`config.mk`:
```
export PLATFORM = sky130hd
export DESIGN_NAME = cp0_exception_unit
export DESIGN_NICKNAME = d
export VERILOG_FILES = /design/src/rtl/cp0_exception_unit.sv
export SDC_FILE = /design/constraint.sdc
export NUM_CORES = 1
export LEC_CHECK = 0
export CAP_MARGIN = 25
export CORE_MARGIN = 1
export CORE_UTILIZATION = 41
export DETAILED_ROUTE_END_ITERATION = 12
export GPL_TIMING_DRIVEN = 0
export PLACE_DENSITY = 0.87
export RECOVER_POWER = 50
export SYNTH_ARGS = -nofsm -noshare
export SYNTH_HDL_FRONTEND = slang
export SYNTH_SLANG_ARGS = --single-unit
export TNS_END_PERCENT = 1
```
`constraint.sdc`:
```
create_clock -name clk -period 2.85 [get_ports clk]
set_clock_uncertainty 0.2 [all_clocks]
set_input_delay 0.4275 -clock clk [delete_from_list [all_inputs] [get_ports clk]]
set_output_delay 0.4275 -clock clk [all_outputs]
set_load 0.005 [all_outputs]
```
`src/rtl/cp0_exception_unit.sv`:
```
// CP0 exception/interrupt dispatch: arbitrates requests, drains the pipeline,
// pulses the CAUSE/EPC/EXL updates and redirects fetch to the handler or EPC.
module cp0_exception_unit #(
    parameter logic [31:0] EXC_VECTOR = 32'h8000_0180
) (
    input  logic        clk,
    input  logic        reset,
    input  logic [31:0] cause,
    input  logic [31:0] status,
    input  logic [31:0] epc,
    input  logic        exc_req,
    input  logic [4:0]  exc_code_in,
    input  logic [31:0] exc_pc,
    input  logic        exc_bd,
    input  logic        eret_req,
    input  logic [31:0] commit_pc,
    input  logic        pipe_drained,
    input  logic        redirect_ack,
    output logic        activeexception,
    output logic [4:0]  exccode,
    output logic        epc_we,
    output logic [31:0] epc_wdata,
    output logic        bd,
    output logic        exl_set,
    output logic        exl_clr,
    output logic        flush,
    output logic        redirect_valid,
    output logic [31:0] redirect_pc,
    output logic        busy
);

    typedef enum logic [2:0] {IDLE, FLUSH, COMMIT, REDIRECT, ERET} state_t;

    state_t      state, next_state;
    logic        int_take;
    logic [4:0]  cap_code;
    logic [31:0] cap_pc;
    logic        cap_bd;

    logic        activeexception_n, epc_we_n, bd_n, exl_set_n, exl_clr_n;
    logic        flush_n, redirect_valid_n, busy_n;
    logic [4:0]  exccode_n;
    logic [31:0] epc_wdata_n, redirect_pc_n;

    logic unused_bits;
    assign unused_bits = ^{cause[31:16], cause[7:0], status[31:16], status[7:2]};

    // Outputs are computed for the state being entered and then registered,
    // so every output is a clean Moore-style flop.
    always_comb begin
        int_take   = status[0] & ~status[1] & (|(cause[15:8] & status[15:8]));
        next_state = state;
        case (state)
            IDLE: begin
                if (exc_req || int_take)
                    next_state = FLUSH;
                else if (eret_req && status[1])
                    next_state = ERET;
            end
            FLUSH:    if (pipe_drained) next_state = COMMIT;
            COMMIT:   next_state = REDIRECT;
            REDIRECT: if (redirect_ack) next_state = IDLE;
            ERET:     if (redirect_ack) next_state = IDLE;
            default:  next_state = IDLE;
        endcase

        activeexception_n = (next_state == COMMIT);
        epc_we_n          = (next_state == COMMIT);
        exl_set_n         = (next_state == COMMIT);
        exl_clr_n         = (state == IDLE) && (next_state == ERET);
        flush_n           = (next_state == FLUSH) || (next_state == ERET);
        redirect_valid_n  = (next_state == REDIRECT) || (next_state == ERET);
        busy_n            = (next_state != IDLE);

        // Data outputs hold their last value; consumers qualify by strobe.
        exccode_n     = exccode;
        epc_wdata_n   = epc_wdata;
        bd_n          = bd;
        redirect_pc_n = redirect_pc;
        if (next_state == COMMIT) begin
            exccode_n   = cap_code;
            epc_wdata_n = cap_bd ? (cap_pc - 32'd4) : cap_pc;
            bd_n        = cap_bd;
        end
        if (state != REDIRECT && next_state == REDIRECT)
            redirect_pc_n = EXC_VECTOR;
        else if (state == IDLE && next_state == ERET)
            redirect_pc_n = epc;
    end

    always_ff @(posedge clk) begin
        if (!reset) begin
            state           <= IDLE;
            cap_code        <= '0;
            cap_pc          <= '0;
            cap_bd          <= 1'b0;
            activeexception <= 1'b0;
            exccode         <= '0;
            epc_we          <= 1'b0;
            epc_wdata       <= '0;
            bd              <= 1'b0;
            exl_set         <= 1'b0;
            exl_clr         <= 1'b0;
            flush           <= 1'b0;
            redirect_valid  <= 1'b0;
            redirect_pc     <= '0;
            busy            <= 1'b0;
        end else begin
            state           <= next_state;
            activeexception <= activeexception_n;
            exccode         <= exccode_n;
            epc_we          <= epc_we_n;
            epc_wdata       <= epc_wdata_n;
            bd              <= bd_n;
            exl_set         <= exl_set_n;
            exl_clr         <= exl_clr_n;
            flush           <= flush_n;
            redirect_valid  <= redirect_valid_n;
            redirect_pc     <= redirect_pc_n;
            busy            <= busy_n;
            // Interrupts record EPC = next commit PC with no delay-slot adjust.
            if (state == IDLE) begin
                if (exc_req) begin
                    cap_code <= exc_code_in;
                    cap_pc   <= exc_pc;
                    cap_bd   <= exc_bd;
                end else if (int_take) begin
                    cap_code <= 5'd0;
                    cap_pc   <= commit_pc;
                    cap_bd   <= 1'b0;
                end
            end
        end
    end

endmodule

```
### Word level (Yosys, flattened, before mapping)

Cells that the tools add are included.

| operators by class | value |
|---|---|
| $add $sub $neg | 1 |
| equality and inequality tests | 9 |
| mux-type cells | 14 |
| bitwise gates (word level) | 5 |
| reduce and logical (&&, ||, !) cells | 14 |

Operators with widths:

| operator | count |
|---|---|
| $mux W32 | 5 |
| $sub A32 B3 Y32 const B | 1 |
| $eq A3 B2 Y1 const B | 4 |
| $mux W3 | 4 |
| $pmux W3 S4 | 1 |
| $mux W5 | 2 |
| $and A8 B8 Y8 | 1 |
| $reduce_or A8 Y1 | 1 |
| $eq A3 B1 Y1 const B | 2 |
| $eq A3 B3 Y1 const B | 2 |
| $reduce_bool A2 Y1 | 2 |
| $reduce_or A2 Y1 | 2 |
| $logic_and A1 B1 Y1 | 3 |
| $logic_not A3 Y1 | 1 |
| $logic_or A1 B1 Y1 | 3 |
| $ne A3 B2 Y1 const B | 1 |
| $reduce_bool A3 Y1 | 1 |
| $and A1 B1 Y1 | 2 |
| $mux W1 | 2 |
| $not A1 Y1 | 2 |
| $reduce_and A2 Y1 | 1 |

| storage, ports and cells | value |
|---|---|
| flip-flop bits (word level) | 116 |
| bits of input ports | 172 |
| output and inout bits | 77 |

### Logic depth before layout (Yosys ltp)

| depth | value |
|---|---|
| depth in word-level cells | 10 |
| depth in mapped cells | 7 |
| depth with buffers taken out | 7 |

### Worst setup path after synthesis

Ideal clock, no wire load.

| path | value |
|---|---|
| kind | flip-flop to flip-flop |
| start | register cap_pc[23] |
| end | register epc_wdata[31] |
| library setup time | 0.085 ns |
| arrival | 1.788 ns |
| slack | 0.777 ns |
| stages on the path, launching flop included | 6 |
| path buffers | 0 |
| clock period less this slack | 2.073 ns |
| cell sequence | dfxtp_1 -> or4_4 -> or4_4 -> nand3b_4 -> xor2_1 -> o31ai_2 |

| between the ends | value |
|---|---|
| cells in the longest elaborated chain, start to end | 2 |

Ends and longest elaborated chain:

| element | line | RTL |
|---|---|---|
| start, declared | 37 | `logic [31:0] cap_pc;` |
| start signal, assigned | 125 | `cap_pc <= exc_pc;` |
| start signal, assigned | 129 | `cap_pc <= commit_pc;` |
| $sub A32 B3 Y32 | 82 | `epc_wdata_n = cap_bd ? (cap_pc - 32'd4) : cap_pc;` |
| $mux W32 | 82 |  |
| end signal, assigned | 113 | `epc_wdata <= epc_wdata_n;` |
| end, declared | 22 | `output logic [31:0] epc_wdata,` |

No other way between the ends.
A chain may end at the register's enable or synchronous reset.

### Worst setup path in the final report

| path | value |
|---|---|
| start | register state[0] |
| end | register cap_pc[11] |

| between the ends | value |
|---|---|
| cells in the longest elaborated chain, start to end | 2 |

Ends and longest elaborated chain:

| element | line | RTL |
|---|---|---|
| start, declared | 34 | `state_t state, next_state;` |
| start signal, assigned | 109 | `state <= next_state;` |
| $logic_not A3 Y1 | 122 | `if (state == IDLE) begin` |
| $reduce_and A2 Y1 (no line) | -- |  |

No other way between the ends.

==> results.yml <==
cells_and_area:
  diodes: 0
  syn_to_final_growth_pct: 54.93
  nets: 980
  finalNonFillerCells: 964
  utilization_pct: 65.25
  fin_area_um2: 7838
  final_layout_size_suffix_gt1_share_pct: 5.753
critical_path:
  end_kind: "flop"
  arrival_ns: 2.66
  cp_max_fo: 10
  critPathKind: "flop to flop"
  crit_path_start_kind: "flop"
  required_ns: 2.92
clocking:
  root_buffer: "clkbuf_16"
  path_clk_slew_ns: 0.05
  clk_latency_ns: 0.41
  cts.sinks: 116
  postCtsHoldBufs: 0
  cts.htree.levels: 4
  cts_tree: "yes"
  cts_inserted_buffers: 17
  post_cts_resized: 0
  post_cts_buffers: 0
  clockBufferDepth: 2
die:
  die_w_um: 113.1
  coreArea_um2: 12010
  die_h_um: 113.1
  ios: 249
  die-area_um2: 12790
  rows: 40
  initial_core_util_pct: 42.11
synth:
  synth_ff_type: "dfxtp_1"
  synth_compound_gate_area_share_pct: 20.60
  synth.top_cell.area_share_pct: 45.91
  netlist_area_um2: 5059
  yosysMostFrequentCell: "dfxtp_1"
  async_flop_share_pct: 0
  synth_top_family_by_area: "compound AO/OA/AOI/OAI gates"
  yosys_register_bits: 116
  syn_area_per_cell_um2: 8.618
  synth_adder_area_share_pct: 0.2473
  synth_edf_count: 0
  ys_seq_area_share_pct: 45.91
  yosysTopAreaCell: "dfxtp_1"
  synth_common_cells: "dfxtp_1 (116), a21oi_1 (92), nand2_1 (92)"
  synth_cells: 587
  yosysUniqueCellTypes: 49
  synthXorXnorAreaFrac_pct: 4.675
  syn-num-nets: 760
  synthMuxAreaShare_pct: 6.332
  synth-simple-area-share_pct: 17.93
  synth_area_leaders: "dfxtp_1 (46%), a21oi_1 (9.1%), nand2_1 (6.8%), mux2i_1 (6.3%), o31ai_1 (4.5%)"
  synth_warnings: 0
place:
  place_hpwl_um: 11650
  port_buffers: 201
  placed_cell_area_um2: 7254
  place_ws_ns: -0.03514
  dpl.cell_count: 935
  place.gp.congestion: 0.7906
routing:
  num_vias: 5090
  initialDrtViolationCount: 259
  drtAntennaViolNets: 0
  firstDrtPassIters: 5
  route.detailed.drc: 0
  wl_per_cell_um: 16.17
  vias_per_cell: 5.280
  routed_wl_um: 15590
sta:
  max_slew.worst_pin.slew_ns: 0.7639
  max-slew-margin-rel_pct: 49.07
  grt_setup_unrepaired: "false"
  period_needed_ns: 2.584
  hold_violations: 0
  final.setup.worst_slack_ns: 0.2665
  fmax_ghz: 0.3871
  final.setup.tns_ns: 0
  setup_viol: 0
  slew_violations: 0
  fin_crit_sh_pct: 90.65
power:
  clock_power_share_pct: 42.8
  seq_power_share_pct: 38.6
  p_sw_uw: 1257
  p_int_uw: 3647
  switching_share_pct: 25.64
  leakagePower_uw: 0.003171
  comb_power_share_pct: 18.6
  p_per_area_nw_per_um2: 625.7
  peakVddDrop_v: 0.0003380
hold_path:
  hold_path.class: "flop to flop"
grt:
  grt_start_max_net_pins: 17
  grt_usage_pct: 24.42
  gr-total-overflow: 0
  grt_pass1_vias: 4863
  antenna_found_initial: 0
  grt_pass1_wl_um: 24250
outcome:
  status: "complete, no violations"
job:
  maxCapViolCount: 0
[final cells by class]
type                       instances  area, µm²
buffer                            49      196.4
fill                            1006       4174
sequential                       116       2322
inverter                           5      18.77
clock inverter                     4      70.07
timing repair buffer             201       2012
multi-input combinational        417       2519
tap                              147      183.9
clock buffer                      25      515.5
[cells by family (layout without fill, tap and decap cells)]
family                   count (synthesis)  count (layout)
AO/OA/AOI/OAI                          176             176
XOR/XNOR                                27              27
adder cells (fa/ha/maj)                  1               1
buffers and inverters                   54             284
flip-flops                             116             116
multiplexers                            32              32
AND/OR/NAND/NOR                        181             181
[power groups by stage]
stage | combinational (µW) | clock, µW | sequential [µW]
finish | 911 | 2100 | 1890
CTS | 937 | 2130 | 1900
floorplan | 480 | 0 | 1910
detailed placement | 929 | 0 | 1930
global route | 999 | 2190 | 1910
global placement | 914 | 0 | 1920
[state kept, by name, indices dropped and copies added, names as in the netlist, 3 cells and up]
signal and count:
state 3, epc_wdata 32, cap_code 5, cap_pc 32, exccode 5, redirect_pc 32
[layer usage]
layer | vias up | share of wire (%) | global-route usage (%)
met5 | - | 0 | 0
met4 | 0 | 1.5 | 8.947
met3 | 22 | 7.9 | 6.320
met2 | 218 | 50 | 43.97
met1 | 2328 | 41 | 27.74
li1 | 2522 | - | -
[critical path, cell delays in order, from the launching register on]
cell and delay (ns):
dfxtp_1 0.29, clkbuf_1 0.18, nor3_1 0.41, nand3b_1 0.12
a21oi_1 0.40, nand2b_1 0.28, clkbuf_1 0.43, a21oi_1 0.13
[worst paths after layout]
| path | from | to | slack [ns] | depth (start not counted) |
|---|---|---|---|---|
| worst min-delay path | exccode[3] | exccode[3] | 0.25 | 2 |
| worst max register to register | state[0] | cap_pc[11] | 0.27 | 7 |
| worst max-delay path | state[0] | cap_pc[11] | 0.27 | 7 |
| worst min register to register | exccode[3] | exccode[3] | 0.25 | 2 |
[cell usage in the layout, fill, tap and decap left out, types with 7 or more instances in the layout]
| master | synthesis | layout |
|---|---|---|
| o21ai_0 | 30 | 30 |
| o31ai_1 | 30 | 30 |
| xnor2_1 | 16 | 16 |
| mux2i_1 | 32 | 32 |
| clkdlybuf4s50_1 | 0 | 123 |
| clkbuf_1 | 37 | 41 |
| nor2_1 | 31 | 31 |
| clkbuf_16 | 0 | 17 |
| dlygate4sd3_1 | 0 | 78 |
| xor2_1 | 11 | 11 |
| a21oi_1 | 92 | 92 |
| nand2_1 | 92 | 92 |
| dfxtp_1 | 116 | 116 |
| nor3_1 | 14 | 14 |
| nor4_1 | 7 | 7 |
[per-stage QoR]
| step | total power, µW | hold WS (ns) |
|---|---|---|
| 6_report | 4904 | 0.2461 |
| 2_1_floorplan | 2388 | 0.2318 |
| 3_3_place_gp | 2835 | 0.2414 |
| 4_1_cts | 4959 | 0.2526 |
| 5_1_grt | 5099 | 0.2602 |
| 3_5_place_dp | 2854 | 0.2459 |
Power figures use the tool's default switching activity.
==> variant, RTL diff (same settings) <==
The 5 states of `state_t` get a one-hot encoding in 5 bits.
--- a/src/rtl/cp0_exception_unit.sv
+++ b/src/rtl/cp0_exception_unit.sv
@@ -29,7 +29,7 @@
     output logic        busy
 );
 
-    typedef enum logic [2:0] {IDLE, FLUSH, COMMIT, REDIRECT, ERET} state_t;
+    typedef enum logic [4:0] {IDLE = 5'b00001, FLUSH = 5'b00010, COMMIT = 5'b00100, REDIRECT = 5'b01000, ERET = 5'b10000} state_t;
 
     state_t      state, next_state;
     logic        int_take;
Function: no difference found for any inputs over 4 cycles, from zero or initial values and one cycle with reset low; so few cycles prove little.
==> variant against the unedited design <==
Critical endpoint is now epc_wdata[10]; wire length is 3.0% lower; critical path depth down 1; combinational power about the same; power increased by 4.9%; count of clock-buffer cells in the layout is 3 lower; worst hold slack improved by 0.0016 ns; utilization rose by 1.1 points; worst setup slack got worse by 0.042 ns; final area grew 2.1%; sequential cell count grew 2; global-route usage fell by 0.45 points; area after synthesis grew 0.77%; via count fell by 0.47%.
==> variant: results (changes against the unedited design) <==
| Metric | Value |
|---|---|
| Outcome | finished clean |
| WL met1 | 6238 um (-1.6%) |
| Synth Area in XOR/XNOR | 4.296% (-0.38 points) |
| Leakage | 0.003114 uW (-1.8%) |
| Critical path origin | state[3] |
| RR Endpoint | epc_wdata[10] |
| Sequential Power Share | 36.9% (-1.7 points) |
| GRT met1 Usage | 27.35% (-0.40 points) |
| CP peak stage delay | 0.47 ns (+0.04 ns) |
| Gr usage total | 23.98% (-0.45 points) |
| Placed instance count | 961 (+2.8%) |
| Post-Synth Adder-Cell Area | 0.2455% (-0.0019 points) |
| WHS | 0.2478 ns (+0.001632 ns) |
| Sequential share of the synthesized area | 46.34% (+0.44 points) |
| Hold path endpoint | redirect_pc[5] |
| Syn Area/Cell | 8.596 um^2 (-0.25%) |
| Rel. slew slack | 47.75% (-1.3 points) |
| Drt via density | 5.091 (-3.6%) |
| Layout Nets | 987 (+0.71%) |
| R2R depth | 6 (-1) |
| Hold path start | redirect_pc[5] |
| Synth top area cells | dfxtp_1, nand2_1, mux2i_1 |
| Met2 Track Usage GR | 42.64% (-1.3 points) |
| Distinct cell type count after synthesis | 50 (+2.0%) |
| Reg-to-reg slack, setup | 0.22 ns (-0.04 ns) |
| Final Cell Area | 8000 um^2 (+2.1%) |
| Final GP Congestion | 0.8250 (+4.4%) |
| WP data arrival | 2.67 ns (about the same) |
| Worst Slack Setup Final | 0.2248 ns (-0.04173 ns) |
| Met3 global-route usage | 6.908% (+0.59 points) |
| Synth top cells by count | dfxtp_1, nand2_1, a21oi_1 |
| Metal2 WL | 7544 um (-3.2%) |
| Psw | 1304 uW (+3.7%) |
| Final Non-Filler Cells | 995 (+3.2%) |
| Filler instances | 961 (-4.5%) |
| Largest regs | cap_pc: 32 flops, epc_wdata: 32 flops, redirect_pc: 32 flops |
| First-pass GRT wire length | 23900 um (-1.4%) |
| Setup WS pre-CTS | -0.3422 ns (-0.3070 ns) |
| Syn nets | 766 (+0.79%) |
| Multiplexer share of the synthesized area | 6.284% (-0.048 points) |
| Crit-path slowest cell | buf_1 |
| Post-DP HPWL | 11050 um (-5.2%) |
| Avg WL per Cell | 15.20 um (-6.0%) |
| IO buf count | 200 (-0.50%) |
| Area after DPL | 7310 um^2 (+0.76%) |
| Met3 WL | 1182 um (-3.6%) |
| Clock network power | 2330 uW (+11%) |
| Worst VDD drop | 370.9 uV (+9.7%) |
| Vias in the first global route | 4800 (-1.3%) |
| Share of cells above drive strength 1 | 7.134% (+1.4 points) |
## variant: cell types whose count changed in the layout (fill, tap and decap cells not counted), moves of 4 or more
cell / unedited run / this run
o21ai_0: 30 / 23
xor2_1: 11 / 3
clkbuf_8: 6 / 2
o31ai_1: 30 / 1
xnor2_1: 16 / 22
clkbuf_1: 41 / 37
a21oi_1: 92 / 63
nor2_1: 31 / 55
a2bb2oi_1: 6 / 0
a211oi_1: 6 / 38
## variant: final cells by class
cell class                      instances  area share (%)
Buffer                                 46           2.737
Clock buffer                           22           5.802
Sequential cell                       118           29.53
Multi-Input combinational cell        423           31.31
Clock inverter                         10           2.190
Tap cell                              168           2.627
Inverter                                6          0.2815
Timing Repair Buffer                  202           25.52
## variant: what timing repair did
item                                   in CTS  in global routing
pin swaps                                   0                  1
endpoints found under the hold margin       0                  0
setup endpoints to repair                  32                 50
gates resized for setup                     1                  2
setup buffers                               0                  2
